==> config.mk <==
export PLATFORM = sky130hd
export DESIGN_NAME = wb_rambus_arbiter
export DESIGN_NICKNAME = d
export VERILOG_FILES = /design/src/rtl/wb_rambus_arbiter.sv
export SDC_FILE = /design/constraint.sdc
export NUM_CORES = 1
export LEC_CHECK = 0
export CAP_MARGIN = 10
export CORE_AREA = 2 2 130 132
export CTS_BUF_LIST = sky130_fd_sc_hd__clkbuf_8
export CTS_CLUSTER_DIAMETER = 80
export DETAILED_ROUTE_END_ITERATION = 8
export DIE_AREA = 0 0 132 134
export HOLD_SLACK_MARGIN = 0.12
export PLACE_DENSITY = 0.69
export SYNTH_ARGS = -nofsm -noshare
export SYNTH_HDL_FRONTEND = slang
export SYNTH_SLANG_ARGS = --single-unit
export TNS_END_PERCENT = 50
==> constraint.sdc <==
create_clock -name wb_clk_i -period 1.8 [get_ports wb_clk_i]
set_input_delay 0.18 -clock wb_clk_i [delete_from_list [all_inputs] [get_ports wb_clk_i]]
set_output_delay 0.18 -clock wb_clk_i [all_outputs]
set_load 0.02 [all_outputs]
==> src/rtl/wb_rambus_arbiter.sv <==
// Round-robin arbiter sharing rambus Wishbone port B between N_REQ masters.
// A per-transaction watchdog terminates strobes left unacknowledged with an err pulse.
module wb_rambus_arbiter #(
  parameter int N_REQ   = 4,
  parameter int TIMEOUT = 255
) (
  input  logic                wb_clk_i,
  input  logic                wb_rst_ni,
  input  logic [N_REQ-1:0]    req_en_i,
  input  logic [N_REQ-1:0]    m_cyc_i,
  input  logic [N_REQ-1:0]    m_stb_i,
  input  logic [N_REQ-1:0]    m_we_i,
  input  logic [4*N_REQ-1:0]  m_sel_i,
  input  logic [32*N_REQ-1:0] m_dat_i,
  input  logic [10*N_REQ-1:0] m_adr_i,
  output logic [N_REQ-1:0]    m_ack_o,
  output logic [N_REQ-1:0]    m_err_o,
  output logic [31:0]         m_dat_o,
  output logic                s_cyc_o,
  output logic                s_stb_o,
  output logic                s_we_o,
  output logic [3:0]          s_sel_o,
  output logic [31:0]         s_dat_o,
  output logic [9:0]          s_adr_o,
  input  logic                s_ack_i,
  input  logic [31:0]         s_dat_i,
  output logic [N_REQ-1:0]    grant_o,
  output logic                busy_o,
  output logic [7:0]          timeouts_o
);

  localparam int IW = (N_REQ > 1) ? $clog2(N_REQ) : 1;

  typedef enum logic [1:0] {
    ST_IDLE  = 2'd0,
    ST_GRANT = 2'd1,
    ST_ERR   = 2'd2
  } state_e;

  state_e           state_q, state_d;
  logic [IW-1:0]    owner_q, owner_d;
  logic [IW-1:0]    last_q, last_d;
  logic [N_REQ-1:0] grant_q, grant_d;
  logic [15:0]      wdog_q, wdog_d;
  logic [7:0]       tmo_q, tmo_d;

  logic [N_REQ-1:0] cand_s;
  logic             pick_vld_s;
  logic [IW-1:0]    pick_s;
  logic [IW-1:0]    scan_idx_s;
  logic             live_s;

  logic [3:0]  sel_arr_s [N_REQ];
  logic [31:0] dat_arr_s [N_REQ];
  logic [9:0]  adr_arr_s [N_REQ];

  for (genvar i = 0; i < N_REQ; i++) begin : g_unpack
    assign sel_arr_s[i] = m_sel_i[4*i +: 4];
    assign dat_arr_s[i] = m_dat_i[32*i +: 32];
    assign adr_arr_s[i] = m_adr_i[10*i +: 10];
  end

  assign cand_s = m_cyc_i & req_en_i;
  // The owner stays live only while it holds cyc and remains enabled.
  assign live_s = m_cyc_i[owner_q] & req_en_i[owner_q];

  // Rotating-priority pick: first candidate scanning upward from last+1.
  always_comb begin
    pick_vld_s = 1'b0;
    pick_s     = '0;
    scan_idx_s = '0;
    for (int k = 0; k < N_REQ; k++) begin
      scan_idx_s = IW'((int'(last_q) + 1 + k) % N_REQ);
      if (!pick_vld_s && cand_s[scan_idx_s]) begin
        pick_vld_s = 1'b1;
        pick_s     = scan_idx_s;
      end else begin
        pick_vld_s = pick_vld_s;
      end
    end
  end

  // FSM next-state, watchdog, and the combinational bus mux toward the RAM.
  always_comb begin
    state_d = state_q;
    owner_d = owner_q;
    last_d  = last_q;
    grant_d = grant_q;
    wdog_d  = wdog_q;
    tmo_d   = tmo_q;
    s_cyc_o = 1'b0;
    s_stb_o = 1'b0;
    s_we_o  = 1'b0;
    s_sel_o = 4'h0;
    s_dat_o = 32'h0;
    s_adr_o = 10'h0;
    m_ack_o = '0;
    m_err_o = '0;
    case (state_q)
      ST_IDLE: begin
        if (pick_vld_s) begin
          state_d         = ST_GRANT;
          owner_d         = pick_s;
          grant_d         = '0;
          grant_d[pick_s] = 1'b1;
          wdog_d          = 16'd0;
        end else begin
          grant_d = '0;
        end
      end
      ST_GRANT: begin
        s_cyc_o          = live_s;
        s_stb_o          = live_s & m_stb_i[owner_q];
        s_we_o           = m_we_i[owner_q];
        s_sel_o          = sel_arr_s[owner_q];
        s_dat_o          = dat_arr_s[owner_q];
        s_adr_o          = adr_arr_s[owner_q];
        m_ack_o[owner_q] = s_ack_i & live_s;
        if (!live_s) begin
          state_d = ST_IDLE;
          last_d  = owner_q;
          grant_d = '0;
        end else if (s_ack_i) begin
          wdog_d = 16'd0;
        end else if (s_stb_o) begin
          if (wdog_q == 16'(TIMEOUT - 1)) begin
            state_d = ST_ERR;
            wdog_d  = 16'd0;
          end else begin
            wdog_d = wdog_q + 16'd1;
          end
        end else begin
          wdog_d = wdog_q;
        end
      end
      ST_ERR: begin
        m_err_o[owner_q] = 1'b1;
        state_d          = ST_IDLE;
        last_d           = owner_q;
        grant_d          = '0;
        if (tmo_q != 8'hFF) begin
          tmo_d = tmo_q + 8'd1;
        end else begin
          tmo_d = tmo_q;
        end
      end
      default: begin
        state_d = ST_IDLE;
        grant_d = '0;
        wdog_d  = 16'd0;
      end
    endcase
  end

  // State registers; last resets to N_REQ-1 so requester 0 wins first.
  always_ff @(posedge wb_clk_i or negedge wb_rst_ni) begin
    if (!wb_rst_ni) begin
      state_q <= ST_IDLE;
      owner_q <= '0;
      last_q  <= IW'(N_REQ - 1);
      grant_q <= '0;
      wdog_q  <= 16'd0;
      tmo_q   <= 8'd0;
    end else begin
      state_q <= state_d;
      owner_q <= owner_d;
      last_q  <= last_d;
      grant_q <= grant_d;
      wdog_q  <= wdog_d;
      tmo_q   <= tmo_d;
    end
  end

  assign m_dat_o    = s_dat_i;
  assign grant_o    = grant_q;
  assign busy_o     = (state_q != ST_IDLE);
  assign timeouts_o = tmo_q;

endmodule

Yosys cells after proc, flatten, opt, wreduce, memory -nomap -nowiden. Index checks and enable logic that the tools add are counted.

Reductions and logical operators: 16. Bitwise logic cells: 7. Multiplexer cells: 62. Magnitude comparators: 9. Equality and inequality tests: 11. Add/subtract/negate cells: 6.

Operators with widths (number): 2-to-1 mux 32 bit (3); 2-to-1 mux 16 bit (5); binary-select mux 32 bit (select 2 bit) (1); case mux 16 bit (3 select lines) (1); 2-to-1 mux 10 bit (3); 2-to-1 mux 4 bit (7); binary-select mux 10 bit (select 2 bit) (1); 2-to-1 mux 2 bit (10); less-than comparator 2 x 3 -> 1 bit, second input constant (6); 2-to-1 mux 1 bit (17); adder 16 x 1 -> 16 bit, second input constant (1); binary-select mux 1 bit (select 2 bit) (8); == test 16 x 8 -> 1 bit, second input constant (1); != test 3 bit, second input constant (4); adder 8 x 1 -> 8 bit, second input constant (1); AND 4 bit (2); binary-select mux 4 bit (select 2 bit) (1); != test 8 bit, second input constant (1); case mux 2 bit (2 select lines) (2); case mux 4 bit (2 select lines) (1); AND reduction 4 bit (2); adder 2 bit, second input constant (3); != test 2 bit, second input constant (3); AND reduction 2 bit (3); 13 further kinds (24).

Flip-flop bits (word level): 34. Bits of input ports: 235.

Longest topological paths before layout.
Depth after elaboration: 19. Depth in mapped cells: 7.

Worst setup path after synthesis. Ideal clock, no wire load.

Path type: flip-flop to output port. Start: register owner_q[0]. End: output port m_ack_o[0]. Arrival: 1837 ps. Buffers on the path: 2. Stages on the path, launching flop included: 7. Data required time: 1620 ps. Slack: -217 ps. Cell sequence: dfrtp_1 -> buf_6 -> mux4_2 -> nor2b_1 -> buf_2 -> nand2_1 -> nor3_1.

Cells in the longest elaborated chain, start to end: 6. Elaborated cells on any way between the ends: 13. Classes of those cells: order compare (2); mux (7); bitwise (3); reduce/logical (1).

Ends and longest elaborated chain: from (decl) (RTL line 41) `logic [IW-1:0] owner_q, owner_d;`; from (signal assigned) (RTL line 166) `owner_q <= owner_d;`; less-than comparator 2 x 3 -> 1 bit (not written as such) (tied with other cells) (RTL line 118) `m_ack_o[owner_q] = s_ack_i & live_s;`; logical AND 1 bit (not written as such) or 2-to-1 mux 1 bit (tied branches) (RTL line 118, 65); 2-to-1 mux 1 bit (not written as such) or AND 1 bit (tied branches) (RTL line 118, 65); demux 1 bit (select 2 bit) or AND 1 bit (tied branches) (RTL line 118); AND 4 bit (no source line) (*); 2-to-1 mux 4 bit (*) (RTL line 99) `case (state_q)`; to (decl) (RTL line 16) `output logic [N_REQ-1:0] m_ack_o,`.

Mark *: on every way between the ends. The rest lies on a longest branch, timed or not. The select of a mux whose other input is x is not followed.

Worst setup path in the final report.
Start: register owner_q[0]. End: register wdog_q[4].

Cells in the longest elaborated chain, start to end: 6. Elaborated cells on any way between the ends: 11. Classes of those cells: eq/ne (2); mux (6); bitwise (2); reduce/logical (1).

Ends and longest elaborated chain: binary-select mux 1 bit (select 2 bit) (RTL line 65) `assign live_s = m_cyc_i[owner_q] & req_en_i[owner_q];`; 2-to-1 mux 1 bit (not written as such) (RTL line 65); AND 1 bit (RTL line 65); AND 1 bit (RTL line 113) `s_stb_o = live_s & m_stb_i[owner_q];`; != test 3 bit (no source line); AND reduction 4 bit (no source line) (*); to (signal assigned) (RTL line 169) `wdog_q <= wdog_d;`; to (decl) (RTL line 44) `logic [15:0] wdog_q, wdog_d;`.

Marked as above. A chain may end at the register's enable or synchronous reset.

==> impl_metrics.csv <==
group,metric,value,unit
die,design.die.area,17700,sq um
final_layout,drive_gt1_share,38.1,%
critical_path,reg2reg_slack,-0.36,ns
clocking,clock_tree_from_tritoncts,"yes",
timing,timing.hold.ws,0.297,ns
timing,clock-skew-final,0.0148,ns
global_routing,wire_length_of_the_first_global_routing_pass,28100,microns
drt,vias_per_cell,4.88,
global_routing,initial_antenna_violation_count,2,
clocking,max-clock-path-buffers,2,
critical_path,rr_startpoint,"owner_q[0]$_DFFE_PN0P_",
place,placement.setup.worst_slack,-0.967,ns
critical_path,worst-endpoint-arrival,2.39,ns
global_routing,vias_in_the_first_global_route,4499,
drt,via_count,4284,
synthesis,synth_top_area_share,30.1,%
timing,worst_slew_margin_rel,69.9,%
timing,max_freq,0.462,GHz
synthesis,synth_cell_type_count,52,
synthesis,synth_enable_flop_cells,0,
global_routing,grt_util_all_layers,21.1,%
drt,drtIter0Drc,189,
hold_path,worstHoldPathType,"in2async",
clocking,htree_levels,2,
synthesis,synth.cell_area,3670,sq um
die,row_count,47,
global_routing,largest_net_degree_at_the_start_of_global_routing,38,
synthesis,yosys_warnings,0,
final_layout,num-fill-cells,1524,
critical_path,worst_r2r_path_depth,7,
die,die_height,134,microns
timing,worst-slew-pin-transition,0.452,ns
final_layout,area_added_between_synthesis_and_finish,102,%
global_routing,globalRouteMet3Util,10.5,%
drt,post-route-drc-count,0,
critical_path,path_max_fanout,5,
drt,avgRoutedWirePerCell,22.7,microns
die,ports,337,
clocking,numCtsBuffers,5,
timing,hold_viol_final,0,
run_status,status,"complete, but fails checks",
timing,unrepaired_setup_endpoints_after_global_routing,"true",
critical_path,endpoint_kind,"flip-flop",
global_routing,grt.busiest_layer,"met2",
synthesis,synth_area_per_cell,10.4,sq um
place,place_area,6750,sq um
synthesis,synth.area.top_cells,"sky130_fd_sc_hd__mux4_2 30%, sky130_fd_sc_hd__dfrtp_1 22%, sky130_fd_sc_hd__nor2b_1 8.4%, sky130_fd_sc_hd__buf_4 6.8%, sky130_fd_sc_hd__nand2_1 2.9%",
timing,final-setup-viol-count,72,
timing,fin_crit_sh,120,%
synthesis,synth.top_cells.by_count,"49 x sky130_fd_sc_hd__mux4_2, 49 x sky130_fd_sc_hd__nor2b_1, 33 x sky130_fd_sc_hd__buf_4, 32 x sky130_fd_sc_hd__dfrtp_1, 28 x sky130_fd_sc_hd__nand2_1",
final_layout,design.final.nets,895,
critical_path,critical_path.reg2reg.endpoint,"wdog_q[4]$_DFFE_PN0P_",
clocking,cts.sink_count,34,
final_layout,final_core_utilization,45.4,%
synthesis,async_reset_ff_share,100,%
clocking,cts.root.buffer_cell,"sky130_fd_sc_hd__clkbuf_8",
timing,post-route-worst-setup-slack,-0.363,ns
pwr,fin_total_pwr,8580,uW
clocking,clock_insertion_delay_worst_skew,0.29,ns
critical_path,critPathKind,"reg2reg",
synthesis,synth_flop_cell,"sky130_fd_sc_hd__dfrtp_1",
die,start_util,22.5,%
pwr,vdd.ir_drop.worst,656,uV
die,dieWidth,132,microns
drt,ant_nets,0,
final_layout,fin_area,7400,sq um
final_layout,antenna_cells_inserted,0,
global_routing,grt_util_met1,26.3,%
pwr,power-per-cell-area,1160,nW/um^2
synthesis,synth_cells,354,
critical_path,worstPathRequired,2.02,ns
timing,final_critical_path_required_period,2.16,ns
drt,drt_first_pass_iters,5,
synthesis,synth.ff_latch_count,34,
place,dp.final_hpwl,16000,microns
global_routing,gr-usage-met2,34.1,%
flow_run,drv_cap,0,
place,port_buffers,272,
synthesis,synthesis.nets,592,
run_status,failed_checks,"negative setup slack",
pwr,leakage,0.00302,uW
global_routing,global_route.overflow_total,0,
critical_path,worst_setup_path_start_kind,"flip-flop",
synthesis,synth-seq-area-share,23.3,%
drt,postRouteWirelength,19900,microns
place,gp_congestion,0.907,
timing,final_max_slew_viol_count,0,
synthesis,synth_largest_area_cell,"sky130_fd_sc_hd__mux4_2",
die,floorplan.core_area,16300,sq um
clocking,cts.reportedPaths.clkPinSlew,0.08,ns
-- logic make-up after synthesis --
family | count (synthesis) | synth area share, %
buffers and inverters | 63 | 10.7
xor gates and xnor gates | 7 | 1.67
DFF | 34 | 23.3
AOI/OAI and AO/OA | 44 | 9.38
and+or+nand+nor | 150 | 22.7
muxes | 53 | 31.3
adders and majority gates | 3 | 1.02
-- routing by layer --
metal  routed length, microns  part of all wire [%]
met1                     8030                    40
met4                       79                  0.40
met3                     2440                    12
met2                     9320                    47
met5                       33                  0.17
-- layout by cell type, fill, tap and decap left out, types with 3 or more instances in the layout --
master                            Yosys  final
sky130_fd_sc_hd__clkdlybuf4s50_1      0    214
sky130_fd_sc_hd__or4_4                0      3
sky130_fd_sc_hd__nand3_2              0      3
sky130_fd_sc_hd__buf_4               33     78
sky130_fd_sc_hd__nand2_2              0      3
sky130_fd_sc_hd__buf_6                3     33
sky130_fd_sc_hd__nand4_1              5      5
sky130_fd_sc_hd__buf_2                7     13
sky130_fd_sc_hd__nor2_1              14     10
sky130_fd_sc_hd__buf_12               0     11
sky130_fd_sc_hd__dfrtp_1             32     30
sky130_fd_sc_hd__mux2_2               3      3
sky130_fd_sc_hd__nor4_1               5      5
sky130_fd_sc_hd__nand3_1             14     11
sky130_fd_sc_hd__xnor2_1              5      5
sky130_fd_sc_hd__mux4_2              49     49
sky130_fd_sc_hd__ha_1                 3      3
sky130_fd_sc_hd__o21ai_1              1      3
sky130_fd_sc_hd__nor3_1               6      4
sky130_fd_sc_hd__or3_1                4      4
sky130_fd_sc_hd__inv_1                7      7
sky130_fd_sc_hd__nor2b_4              0     17
sky130_fd_sc_hd__a21o_1               3      3
sky130_fd_sc_hd__and2_1               6      5
sky130_fd_sc_hd__a22o_1               8      8
sky130_fd_sc_hd__a221o_1              3      3
sky130_fd_sc_hd__nand2_1             28     23
sky130_fd_sc_hd__nor2b_1             49     32
sky130_fd_sc_hd__clkbuf_8             0      6
sky130_fd_sc_hd__o21ai_0              9      5
sky130_fd_sc_hd__o21bai_1             4      3
-- cell type report --
class | count | area, sq um | share of cell area, %
multi-input combinational | 257 | 2720 | 36.7
tap | 220 | 275 | 3.72
clock buffer | 6 | 82.6 | 1.12
clock inverter | 2 | 12.5 | 0.169
inverter | 7 | 26.3 | 0.355
sequential | 34 | 858 | 11.6
timing repair buffer | 352 | 3430 | 46.3
-- report_power, final --
| part | switching, uW | total (uW) | internal (uW) |
|---|---|---|---|
| registers | 113 | 988 | 875 |
| clock network | 303 | 611 | 308 |
| logic | 3230 | 6980 | 3750 |
-- stage by stage --
| stage | instances | setup TNS, ns |
|---|---|---|
| finish | 878 | -19.21 |
| global route | 878 | -23.08 |
| CTS | 863 | -18.69 |
| detailed placement | 844 | -31.62 |
| global placement | 844 | -29.90 |
| floorplan | 354 | -0.0152 |
-- what timing repair did --
item,4_1_cts,5_1_grt
endpoints found under the setup margin,78,80
cloned,2,0
endpoints found under the hold margin,0,0
setup buffers,10,16
pin swaps,11,8
gates resized for setup,266,51
hold buffers,0,0
-- critical path, stage by stage, from the launching register on --
cell and delay, ns:
sky130_fd_sc_hd__dfrtp_4 0.52, sky130_fd_sc_hd__buf_12 0.16, sky130_fd_sc_hd__mux4_2 0.42, sky130_fd_sc_hd__o32a_4 0.23, sky130_fd_sc_hd__nand2_4 0.08, sky130_fd_sc_hd__buf_6 0.13, sky130_fd_sc_hd__or4_4 0.48, sky130_fd_sc_hd__nand3_2 0.07
-- sequential cells by signal, summed over array words and instances (netlist names) --
signal	cells
timeouts_o	8
state_q	2
last_q	2
wdog_q	16
owner_q	2
grant_o	4
-- how the worst max path moves through the flow --
stage,from,to,slack [ns],cells past startpoint
floorplan,wdog_q[0]$_DFFE_PN0P_,wdog_q[15]$_DFFE_PN0P_,-0.02,7
global placement,req_en_i[0],m_ack_o[0],-0.98,7
detailed placement,req_en_i[3],m_ack_o[0],-0.97,7
CTS,owner_q[0]$_DFFE_PN0P_,s_dat_o[22],-0.39,5
global route,owner_q[0]$_DFFE_PN0P_,wdog_q[15]$_DFFE_PN0P_,-0.44,6
finish,owner_q[0]$_DFFE_PN0P_,wdog_q[4]$_DFFE_PN0P_,-0.36,7
(Power assumes the default switching activity.)
